### src/rtl/bin2bcd_seq_pkg.sv
// ============================================================================
// Module : bin2bcd_seq_pkg
// Brief  : Shared constants and FSM state type for the sequential binary-to-BCD converter.
// Rev    : 1.0  initial release
// ============================================================================
`default_nettype none

package bin2bcd_seq_pkg;

  localparam int              BCD_W      = 4;
  localparam logic [BCD_W-1:0] ADJ_THRESH = 4'd5;
  localparam logic [BCD_W-1:0] ADJ_ADD    = 4'd3;

  typedef enum logic [1:0] {
    IDLE   = 2'd0,
    SHIFT  = 2'd1,
    FINISH = 2'd2
  } state_t;

endpackage : bin2bcd_seq_pkg

`default_nettype wire

### src/rtl/bcd_adj3.sv
// ============================================================================
// Module : bcd_adj3
// Brief  : Combinational double-dabble digit correction: add 3 when the digit is 5 or more.
// Rev    : 1.0  initial release
// ============================================================================
`default_nettype none

module bcd_adj3
  import bin2bcd_seq_pkg::*;
(
  input  logic [BCD_W-1:0] i_digit,
  output logic [BCD_W-1:0] o_digit
);

  // Scratch digits never exceed 9 before correction, so the sum is at most 12.
  assign o_digit = (i_digit >= ADJ_THRESH) ? (i_digit + ADJ_ADD) : i_digit;

endmodule : bcd_adj3

`default_nettype wire

### src/rtl/bin2bcd_seq.sv
// ============================================================================
// Module : bin2bcd_seq
// Brief  : Converts {overflow, sum} to packed BCD by shift-add-3, one bit per clock.
//          Leading-zero blanking is built only when BIN2BCD_BLANK_EN is defined.
// Rev    : 1.0  initial release
// ============================================================================
`default_nettype none

module bin2bcd_seq
  import bin2bcd_seq_pkg::*;
#(
  parameter int WIDTH  = 6,
  parameter int DIGITS = 3
) (
  input  logic                  clk,
  input  logic                  rst,
  input  logic                  start,
  input  logic [WIDTH-1:0]      sum,
  input  logic                  overflow,
  output logic [BCD_W*DIGITS-1:0] bcd,
  output logic                  busy,
  output logic                  done,
  output logic [DIGITS-1:0]     blank
);

  localparam int BIN_W = WIDTH + 1;
  localparam int SCR_W = BCD_W * DIGITS;
  localparam int CNT_W = $clog2(WIDTH + 2);

  state_t             r_state, w_state_nxt;
  logic [BIN_W-1:0]   r_bin,   w_bin_nxt;
  logic [SCR_W-1:0]   r_scr,   w_scr_nxt;
  logic [SCR_W-1:0]   w_scr_adj;
  logic [CNT_W-1:0]   r_cnt,   w_cnt_nxt;
  logic [SCR_W-1:0]   r_bcd,   w_bcd_nxt;
  logic               r_busy,  w_busy_nxt;
  logic               r_done,  w_done_nxt;
  logic [DIGITS-1:0]  r_blank, w_blank_nxt;
  logic [DIGITS-1:0]  w_blank_calc;

  for (genvar i = 0; i < DIGITS; i++) begin : g_digit
    bcd_adj3 u_adj (
      .i_digit (r_scr[i*BCD_W +: BCD_W]),
      .o_digit (w_scr_adj[i*BCD_W +: BCD_W])
    );
  end

`ifdef BIN2BCD_BLANK_EN
  // Digit 0 is never blanked so a zero result still shows one "0".
  assign w_blank_calc[0] = 1'b0;
  for (genvar i = 1; i < DIGITS; i++) begin : g_blank
    assign w_blank_calc[i] = ~|r_scr[SCR_W-1:i*BCD_W];
  end
`else
  assign w_blank_calc = '0;
`endif

  always_ff @(posedge clk or posedge rst) begin
    if (rst) begin
      r_state <= IDLE;
      r_bin   <= '0;
      r_scr   <= '0;
      r_cnt   <= '0;
      r_bcd   <= '0;
      r_busy  <= 1'b0;
      r_done  <= 1'b0;
      r_blank <= '0;
    end else begin
      r_state <= w_state_nxt;
      r_bin   <= w_bin_nxt;
      r_scr   <= w_scr_nxt;
      r_cnt   <= w_cnt_nxt;
      r_bcd   <= w_bcd_nxt;
      r_busy  <= w_busy_nxt;
      r_done  <= w_done_nxt;
      r_blank <= w_blank_nxt;
    end
  end

  always_comb begin
    w_state_nxt = r_state;
    w_bin_nxt   = r_bin;
    w_scr_nxt   = r_scr;
    w_cnt_nxt   = r_cnt;
    w_bcd_nxt   = r_bcd;
    w_busy_nxt  = r_busy;
    w_done_nxt  = 1'b0;
    w_blank_nxt = r_blank;

    case (r_state)
      IDLE: begin
        if (start) begin
          w_bin_nxt   = {overflow, sum};
          w_scr_nxt   = '0;
          w_cnt_nxt   = CNT_W'(BIN_W);
          w_busy_nxt  = 1'b1;
          w_state_nxt = SHIFT;
        end
      end
      SHIFT: begin
        {w_scr_nxt, w_bin_nxt} = {w_scr_adj[SCR_W-2:0], r_bin, 1'b0};
        w_cnt_nxt = r_cnt - CNT_W'(1);
        if (r_cnt == CNT_W'(1)) begin
          w_state_nxt = FINISH;
        end
      end
      FINISH: begin
        w_bcd_nxt   = r_scr;
        w_blank_nxt = w_blank_calc;
        w_done_nxt  = 1'b1;
        w_busy_nxt  = 1'b0;
        w_state_nxt = IDLE;
      end
      default: begin
        w_state_nxt = IDLE;
        w_busy_nxt  = 1'b0;
      end
    endcase
  end

  assign bcd   = r_bcd;
  assign busy  = r_busy;
  assign done  = r_done;
  assign blank = r_blank;

endmodule : bin2bcd_seq

`default_nettype wire

### config.mk
export PLATFORM = sky130hd
export DESIGN_NAME = bin2bcd_seq
export DESIGN_NICKNAME = d
export VERILOG_FILES = /design/src/rtl/bin2bcd_seq_pkg.sv /design/src/rtl/bcd_adj3.sv /design/src/rtl/bin2bcd_seq.sv
export SDC_FILE = /design/constraint.sdc
export NUM_CORES = 1
export LEC_CHECK = 0
export CAP_MARGIN = 5
export CORE_ASPECT_RATIO = 1.25
export CORE_MARGIN = 8
export CORE_UTILIZATION = 53
export CTS_CLUSTER_DIAMETER = 30
export DETAILED_ROUTE_END_ITERATION = 8
export GPL_TIMING_DRIVEN = 0
export HOLD_SLACK_MARGIN = 0.1
export PLACE_DENSITY = 0.87
export SYNTH_ARGS = -nofsm -noshare
export SYNTH_HDL_FRONTEND = slang
export SYNTH_SLANG_ARGS = --single-unit
### constraint.sdc
create_clock -name clk -period 2 [get_ports clk]
set_clock_uncertainty 0.15 [all_clocks]
set_input_delay 0.3 -clock clk [delete_from_list [all_inputs] [get_ports clk]]
set_output_delay 0.3 -clock clk [all_outputs]
set_load 0.02 [all_outputs]
==> impl_metrics.py, run 1 <==
metrics = {
    "final_layout": {
        "area_delta_synth_final_pct": 20.2,
        "drive_gt1_share_pct": 12.6,
        "seqCellArea_um2": 951,
        "fill_cells": 282,
        "diodes": 0,
        "nNetsFinal": 232,
        "postLayoutCellArea_um2": 2270,
        "final_util_pct": 65.7,
        "multi_input_area_um2": 752,
        "fin_cells": 254,
    },
    "placement": {
        "dpl_cell_area_um2": 2170,
        "dpl.hpwl_um": 2630,
        "portBuffers": 23,
        "dp.cells": 246,
        "place.gp.congestion": 0.781,
    },
    "clocking": {
        "clock_latency_ps": 290,
        "tritoncts": "built",
        "cts_resized": 0,
        "root_buffer": "clkbuf_8",
        "post_cts_buffers": 0,
        "cts_htree_levels": 2,
        "clkSinkCount": 38,
        "clk_path_buf_depth": 2,
        "path_clk_slew_ps": 70,
        "cts_buffers": 5,
        "hold_buffers": 0,
    },
    "die": {
        "die_h_um": 82.7,
        "initial_core_util_pct": 54.6,
        "core_area_um2": 3450,
        "io_pins": 27,
        "die_area_um2": 5730,
        "rows": 24,
        "die_w_um": 69.4,
    },
    "critical_path": {
        "r2r-end": "r_scr[5]$_DFFE_PP0P_",
        "endpoint_kind": "output port",
        "crit_fanout": 2,
        "cp_data_arrival_time_ps": 1260,
        "cpPeakStageDelay_ps": 610,
        "crit_chain": "clkdlybuf4s50_1",
        "cp_num_buf_inv": 1,
        "crit_type": "reg2out",
        "reg2regPathDepth": 5,
        "critPathLaunchType": "flop",
        "crit_family": "buffers and inverters",
        "critPathSlowestCell": "clkdlybuf4s50_1",
        "reg2reg_slack_ps": 370,
        "cp.required_ps": 1550,
        "r2r-start": "r_scr[4]$_DFFE_PP0P_",
        "path_depth": 1,
    },
    "routing": {
        "drtIter0Drc": 49,
        "wl_per_cell_um": 14.6,
        "routed-via-count": 1411,
        "avgViaCountPerCell": 5.56,
        "finalWirelength_um": 3700,
        "drc": 0,
        "ant_nets": 0,
        "dr.pass1.iters": 4,
    },
    "sta": {
        "tightest_slew_ps": 777,
        "max_slew_margin_pct": 48.1,
        "rsz0062_at_grt": "no",
        "holdWs_ps": 316,
        "hold_viol": 0,
        "fin_crit_ps": 1710,
        "fmax_ghz": 0.585,
        "slew_violations": 0,
        "fin_tns_setup_ps": 0,
        "setup_violations": 0,
        "fin_crit_sh_pct": 85.5,
    },
    "yosys": {
        "synthTopCellsByCount": "dfrtp_1 (38), nand2_1 (31), inv_1 (18), o21ai_0 (18), ha_1 (8)",
        "async_flop_share_pct": 100,
        "synth-main-ff-cell": "dfrtp_1",
        "synth_warnings": 0,
        "syn_inst": 182,
        "postSynthAreaPerCell_um2": 10.4,
        "synth_edf_count": 0,
        "ys_seq_area_share_pct": 50.4,
        "syn_area_um2": 1890,
        "ys_ff_latch": 38,
        "yosys.area.top_type_share_pct": 50.4,
        "synth_most_common_cell": "dfrtp_1",
        "synth_top_area_cell": "dfrtp_1",
        "synth_area_leaders": "dfrtp_1 (50%), nand2_1 (6.2%), ha_1 (5.3%)",
        "synth_cell_types": 27,
    },
    "global_route": {
        "grt_util_all_layers_pct": 14.0,
        "gr-total-overflow": 0,
        "grt_pass1_wl_um": 6460,
        "grt_max_degree": 39,
        "grt_pass1_vias": 1424,
        "antenna_found_initial": 0,
    },
    "pwr": {
        "switching_power_mw": 1.41,
        "power_leakage_nw": 1.05,
        "seqPwrFrac_pct": 36.2,
        "internal_power_mw": 2.15,
        "power_frac_comb_pct": 48.4,
        "ir_drop_v": 0.000914,
        "sw_frac_of_total_pct": 39.7,
        "pwr-share-clk_pct": 15.4,
        "power_density_nw_per_um2": 1570,
    },
    "status": {
        "outcome": "complete, no violations",
    },
    "min_path": {
        "holdCritPathClass": "in2async",
    },
    "run": {
        "cap_violations": 0,
    },
}
logic make-up (layout without fill, tap and decap cells):
group,Yosys count,in the layout,synth area share [%]
XOR/XNOR,2,2,0.929
AO/OA/AOI/OAI,53,53,21.0
adder cells (fa/ha/maj),8,8,5.31
other,1,3,0.199
buffers and inverters,30,61,10.1
flip-flops,38,38,50.4
AND/OR/NAND/NOR,50,50,12.0
worst max path at each step:
| stage | end | from | slack [ps] |
|---|---|---|---|
| final | bcd[10] | bcd[10]$_DFFE_PP0P_ | 290 |
| after CTS | bcd[1] | bcd[1]$_DFFE_PP0P_ | 270 |
| after detailed placement | r_scr[7]$_DFFE_PP0P_ | start | 330 |
| after global routing | bcd[1] | bcd[1]$_DFFE_PP0P_ | 240 |
| after global placement | r_bin[5]$_DFFE_PP0P_ | rst | -110 |
| after floorplan | r_scr[4]$_DFFE_PP0P_ | r_scr[0]$_DFFE_PP0P_ | 540 |
final cells by class:
cell class / count / area share (%)
sequential: 38 / 41.9
multi-input combinational: 116 / 33.2
timing repair buffer: 23 / 10.2
buffer: 12 / 5.41
clock buffer: 6 / 3.64
inverter: 18 / 2.98
tap: 39 / 2.15
clock inverter: 2 / 0.552
power groups by stage:
| stage | Clock (mW) | Combinational, mW | Sequential, mW |
|---|---|---|---|
| 2_1_floorplan | 0 | 1.13 | 1.38 |
| 3_3_place_gp | 0 | 1.67 | 1.28 |
| 3_5_place_dp | 0 | 1.73 | 1.30 |
| 4_1_cts | 0.562 | 1.74 | 1.29 |
| 5_1_grt | 0.591 | 1.92 | 1.33 |
| 6_report | 0.549 | 1.72 | 1.29 |
registers in the layout, summed over array words and instances (netlist names):
| signal | cells |
|---|---|
| r_cnt | 3 |
| r_state | 2 |
| r_scr | 12 |
| done | 1 |
| busy | 1 |
| bcd | 12 |
| r_bin | 7 |
cells in the final DEF (no fill, tap or decap), drive strengths merged, types with 4 or more instances in the layout:
cell,count
buf,11
o21ai,18
o2111ai,6
dfrtp,38
inv,18
nand2,31
a31oi,6
ha,8
nor2b,5
a32o,4
nand2b,5
clkdlybuf4s50,23
nor2,7
clkbuf,7
metal layers:
metal / GRT usage (%) / vias to the layer above / part of all wire (%)
met5: 0 / - / 0
met4: 6.16 / 0 / 1.8
met3: 5.26 / 6 / 5.2
met2: 24.9 / 33 / 50
met1: 14.6 / 686 / 43
li1: - / 686 / -
metrics by stage:
step                      total power [mW]  worst slack (ps)
after CTS                             3.59               271
after detailed placement              3.03               327
after global routing                  3.84               240
final                                 3.56               289
after global placement                2.95              -111
after floorplan                       2.51               536
No activity file was read; power rests on OpenSTA's default activity.
==> run 2, diff against run 1 <==
--- a/config.mk
+++ b/config.mk
@@ -7,7 +7,6 @@
 export LEC_CHECK = 0
 export CAP_MARGIN = 5
 export CORE_ASPECT_RATIO = 1.25
-export CORE_MARGIN = 8
 export CORE_UTILIZATION = 53
 export CTS_CLUSTER_DIAMETER = 30
 export DETAILED_ROUTE_END_ITERATION = 8
==> run 2 against run 1 <==
Compared with the run above:
- cell count is 0.39% lower
- final area grew 1.6%
- count of clock-buffer cells in the layout up 1
- largest cell class unchanged
==> impl_metrics.py, run 2 (synthesis results as in run 1) <==
metrics = {
    "sta": {
        "fin_crit_ps": 1700,
        "hold_viol": 0,
        "fmax_ghz": 0.589,
        "slew_violations": 0,
        "setup_violations": 0,
        "max_slew_margin_pct": 41.3,
        "rsz0062_at_grt": "no",
        "fin_tns_setup_ps": 0,
        "tightest_slew_ps": 879,
        "fin_crit_sh_pct": 84.9,
    },
    "clocking": {
        "clk_path_buf_depth": 2,
        "path_clk_slew_ps": 70,
        "clkSinkCount": 38,
        "root_buffer": "clkbuf_8",
        "tritoncts": "built",
        "clock_latency_ps": 290,
        "post_cts_buffers": 0,
        "cts_resized": 0,
        "hold_buffers": 0,
        "cts_htree_levels": 2,
        "cts_buffers": 5,
    },
    "routing": {
        "dr.pass1.iters": 4,
        "avgViaCountPerCell": 5.60,
        "ant_nets": 0,
        "routed-via-count": 1418,
        "drtIter0Drc": 33,
        "wl_per_cell_um": 15.0,
        "drc": 0,
        "finalWirelength_um": 3790,
    },
    "global_route": {
        "grt_max_degree": 23,
        "antenna_found_initial": 0,
        "grt_util_all_layers_pct": 22.5,
        "grt_pass1_wl_um": 6490,
        "grt_pass1_vias": 1439,
        "gr-total-overflow": 0,
    },
    "critical_path": {
        "endpoint_kind": "output port",
        "cp_num_buf_inv": 1,
        "critPathLaunchType": "flop",
        "cp.required_ps": 1550,
        "crit_chain": "clkdlybuf4s50_1",
        "crit_fanout": 2,
        "cp_data_arrival_time_ps": 1250,
        "critPathSlowestCell": "clkdlybuf4s50_1",
        "cpPeakStageDelay_ps": 600,
        "crit_family": "buffers and inverters",
        "crit_type": "reg2out",
        "critPathLaunch": "bcd[9]$_DFFE_PP0P_",
        "r2r-start": "r_scr[4]$_DFFE_PP0P_",
    },
    "final_layout": {
        "fin_cells": 253,
        "nNetsFinal": 233,
        "diodes": 0,
        "area_delta_synth_final_pct": 22.2,
        "fill_cells": 266,
        "final_common_cell": "dfrtp_1",
        "drive_gt1_share_pct": 11.6,
        "final_cell_mix": "dfrtp_1 (38), nand2_1 (31), clkdlybuf4s50_1 (23)",
    },
    "placement": {
        "dp.cells": 245,
        "dpl.hpwl_um": 2810,
        "place.gp.congestion": 0.844,
        "portBuffers": 23,
    },
    "die": {
        "die_area_um2": 3800,
        "io_pins": 27,
        "die_h_um": 68.7,
        "initial_core_util_pct": 57.0,
        "rows": 23,
        "core_area_um2": 3310,
        "die_w_um": 55.4,
    },
    "pwr": {
        "power_density_nw_per_um2": 1590,
        "ir_drop_v": 0.000978,
        "power_leakage_nw": 1.06,
    },
    "min_path": {
        "holdCritPathClass": "reg2reg",
        "worstHoldStart": "bcd[7]$_DFFE_PP0P_",
    },
    "status": {
        "outcome": "complete, no violations",
    },
    "run": {
        "cap_violations": 0,
    },
}
run 2: cell count changes in the layout (fill, tap and decap cells not counted):
cell        change
clkbuf_1        +2
buf_16          +1
bufinv_16       +1
clkbuf_8        -1
clkinv_2        -1
clkinvlp_4      -1
inv_1           +1
inv_2           -1
run 2: final cells by class:
cell class	instances	area, um2	share of cell area [%]
Sequential cell	38	951	41.3
Multi-Input combinational cell	116	752	32.6
Timing Repair Buffer	24	258	11.2
Buffer	12	123	5.32
Clock buffer	7	76.3	3.31
Inverter	18	67.6	2.93
Tap cell	37	46.3	2.01
Clock inverter	1	30.0	1.30
run 2: final timing paths:
| check | cells past startpoint | slack, ps | to |
|---|---|---|---|
| worst max-delay path | 1 | 300 | bcd[9] |
| worst min-delay path | 2 | 330 | bcd[7]$_DFFE_PP0P_ |
| worst max register to register | 5 | 360 | r_scr[5]$_DFFE_PP0P_ |
| worst min register to register | 2 | 330 | bcd[7]$_DFFE_PP0P_ |
| max in group asynchronous | 3 | 780 | r_bin[2]$_DFFE_PP0P_ |
| min in group asynchronous | 2 | 340 | r_scr[9]$_DFFE_PP0P_ |
run 2: through the flow:
step	utilization, %	hold slack [ps]	setup WS, ps	area [um2]	power [mW]
floorplan	-	299	536	1890	2.51
global placement	65.6	310	-92.5	2170	2.94
detailed placement	66.4	318	299	2200	3.05
CTS	69.6	335	297	2300	3.70
global route	69.6	351	250	2300	3.94
finish	69.6	328	301	2300	3.67
run 2: where the power goes:
part | leakage [nW] | switching [mW] | internal (mW)
sequential | 0.488 | 0.216 | 1.08
clock | 0.0524 | 0.257 | 0.373
combinational | 0.524 | 0.945 | 0.794
total | 1.06 | 1.42 | 2.25
run 2: routing by layer:
layer / vias up / wire length, um / global-route usage, %
met5: - / 0 / 0
met2: 29 / 1990 / 42.5
met1: 694 / 1640 / 25.6
li1: 691 / - / -
met3: 4 / 109 / 3.92
met4: 0 / 51 / 9.38
==> run 3, diff against run 2 <==
==> constraint.sdc (replaced) <==
create_clock -name clk -period 1.7 [get_ports clk]
set_clock_uncertainty 0.15 [all_clocks]
set_input_delay 0.255 -clock clk [delete_from_list [all_inputs] [get_ports clk]]
set_output_delay 0.255 -clock clk [all_outputs]
set_load 0.02 [all_outputs]
==> run 3 against run 2 <==
Compared with the run above:
- worst hold slack got worse by 30 ps
- cell count is 0.79% higher
- sequential share of layout area shrank 0.49 points
- clock power grew 18%
- critical path type unchanged
- largest power group unchanged
- non-clock buffer count up 2
- highest routed layer unchanged
- final area grew 1.2%
- utilization grew 0.83 points
==> impl_metrics.py, run 3 (synthesis results as in run 1) <==
metrics = {
    "status": {
        "outcome": "complete, no violations",
    },
    "run": {
        "cap_violations": 0,
    },
    "global_route": {
        "grt_use_met1_pct": 25.6,
        "top_usage_layer": "met2",
        "use_met2_pct": 42.5,
        "gr-total-overflow": 0,
        "grt_pass1_vias": 1439,
        "met3_usage_pct": 3.92,
        "grt_util_all_layers_pct": 22.5,
        "grt_pass1_wl_um": 6490,
        "antenna_found_initial": 0,
        "grt_max_degree": 23,
    },
    "pwr": {
        "switching_power_mw": 1.70,
        "power_frac_comb_pct": 48.3,
        "ir_drop_v": 0.00117,
        "internal_power_mw": 2.69,
        "power_density_nw_per_um2": 1880,
        "pwr-share-clk_pct": 17.0,
        "power_leakage_nw": 1.09,
        "sw_frac_of_total_pct": 38.7,
        "p_total_mw": 4.38,
        "seqPwrFrac_pct": 34.7,
    },
    "routing": {
        "ant_nets": 0,
        "finalWirelength_um": 3830,
        "drc": 0,
        "routed-via-count": 1430,
        "drtIter0Drc": 32,
        "wl_per_cell_um": 15.0,
        "avgViaCountPerCell": 5.61,
        "dr.pass1.iters": 4,
    },
    "critical_path": {
        "critPathLaunchType": "flop",
        "cpPeakStageDelay_ps": 600,
        "crit_family": "buffers and inverters",
        "r2r-start": "r_scr[4]$_DFFE_PP0P_",
        "cp_num_buf_inv": 1,
        "critPathLaunch": "bcd[9]$_DFFE_PP0P_",
        "cp.required_ps": 1290,
        "crit_chain": "clkdlybuf4s50_1",
        "critPathSlowestCell": "clkdlybuf4s50_1",
        "crit_type": "reg2out",
        "endpoint_kind": "output port",
        "crit_fanout": 2,
        "cp_data_arrival_time_ps": 1250,
    },
    "die": {
        "die_area_um2": 3800,
        "rows": 23,
        "initial_core_util_pct": 57.0,
        "core_area_um2": 3310,
        "io_pins": 27,
        "die_w_um": 55.4,
        "die_h_um": 68.7,
    },
    "clocking": {
        "clock_latency_ps": 290,
        "tritoncts": "built",
        "cts_buffers": 5,
        "clk_path_buf_depth": 2,
        "clkSinkCount": 38,
        "path_clk_slew_ps": 70,
        "cts_htree_levels": 2,
        "root_buffer": "clkbuf_8",
    },
    "placement": {
        "place.gp.congestion": 0.844,
        "portBuffers": 23,
        "dpl.hpwl_um": 2810,
    },
    "min_path": {
        "holdCritPathClass": "in2async",
    },
    "final_layout": {
        "fill_cells": 261,
        "nNetsFinal": 235,
        "final_cell_mix": "dfrtp_1 (38), nand2_1 (31), clkdlybuf4s50_1 (22)",
        "diodes": 0,
        "drive_gt1_share_pct": 13.3,
        "final_common_cell": "dfrtp_1",
        "area_delta_synth_final_pct": 23.6,
    },
    "sta": {
        "tightest_slew_ps": 879,
        "fin_crit_ps": 1650,
        "fin_crit_sh_pct": 97.2,
        "slew_violations": 0,
        "fmax_ghz": 0.605,
        "fin_tns_setup_ps": 0,
        "holdWs_ps": 298,
        "setup_violations": 0,
        "hold_viol": 0,
        "max_slew_margin_pct": 41.3,
    },
}
[run 3: power groups by stage]
stage | registers, mW | clock network, mW | logic [mW]
4_1_cts | 1.52 | 0.757 | 2.07
2_1_floorplan | 1.62 | 0 | 1.33
3_5_place_dp | 1.54 | 0 | 2.05
3_3_place_gp | 1.51 | 0 | 1.96
6_report | 1.52 | 0.744 | 2.12
5_1_grt | 1.56 | 0.799 | 2.33
[run 3: path summary, 6_finish.rpt]
path / cells after the start / slack [ps] / to
min: 2 / 300 / r_scr[9]$_DFFE_PP0P_
max in group asynchronous: 3 / 520 / r_bin[2]$_DFFE_PP0P_
max reg2reg: 5 / 80 / r_scr[5]$_DFFE_PP0P_
min reg2reg: 2 / 330 / bcd[7]$_DFFE_PP0P_
min in group clk: 2 / 330 / bcd[7]$_DFFE_PP0P_
max: 1 / 50 / bcd[9]
[run 3: final cells by class]
type | count | area, um2 | area share, %
multi-input cells | 116 | 762 | 32.7
clock inverters | 1 | 30.0 | 1.29
well taps | 37 | 46.3 | 1.99
clock buffers | 7 | 76.3 | 3.27
flip-flops and latches | 38 | 951 | 40.8
repair buffers | 26 | 275 | 11.8
inverters | 18 | 67.6 | 2.90
plain buffers | 12 | 123 | 5.26
[run 3: stage by stage]
stage | cell area, um2 | instances | utilization [%] | setup slack [ps]
CTS | 2300 | 253 | 69.6 | 41.7
global placement | 2170 | 244 | 65.6 | -347
global route | 2330 | 255 | 70.4 | -0.408
floorplan | 1890 | 184 | - | 236
detailed placement | 2200 | 245 | 66.4 | 44.1
finish | 2330 | 255 | 70.4 | 47.7
[run 3: timing repair]
item | in CTS | in global routing
endpoints found under the setup margin | 0 | 7
hold buffers | 0 | 0
resized for setup | 0 | 3
setup buffers | 0 | 2
[run 3: per-layer routing]
layer | wire [um] | share of wire [%] | vias up
met5 | 0 | 0 | -
met4 | 62 | 1.6 | 0
met3 | 115 | 3.0 | 7
met2 | 2040 | 53 | 32
met1 | 1610 | 42 | 696
li1 | - | - | 695
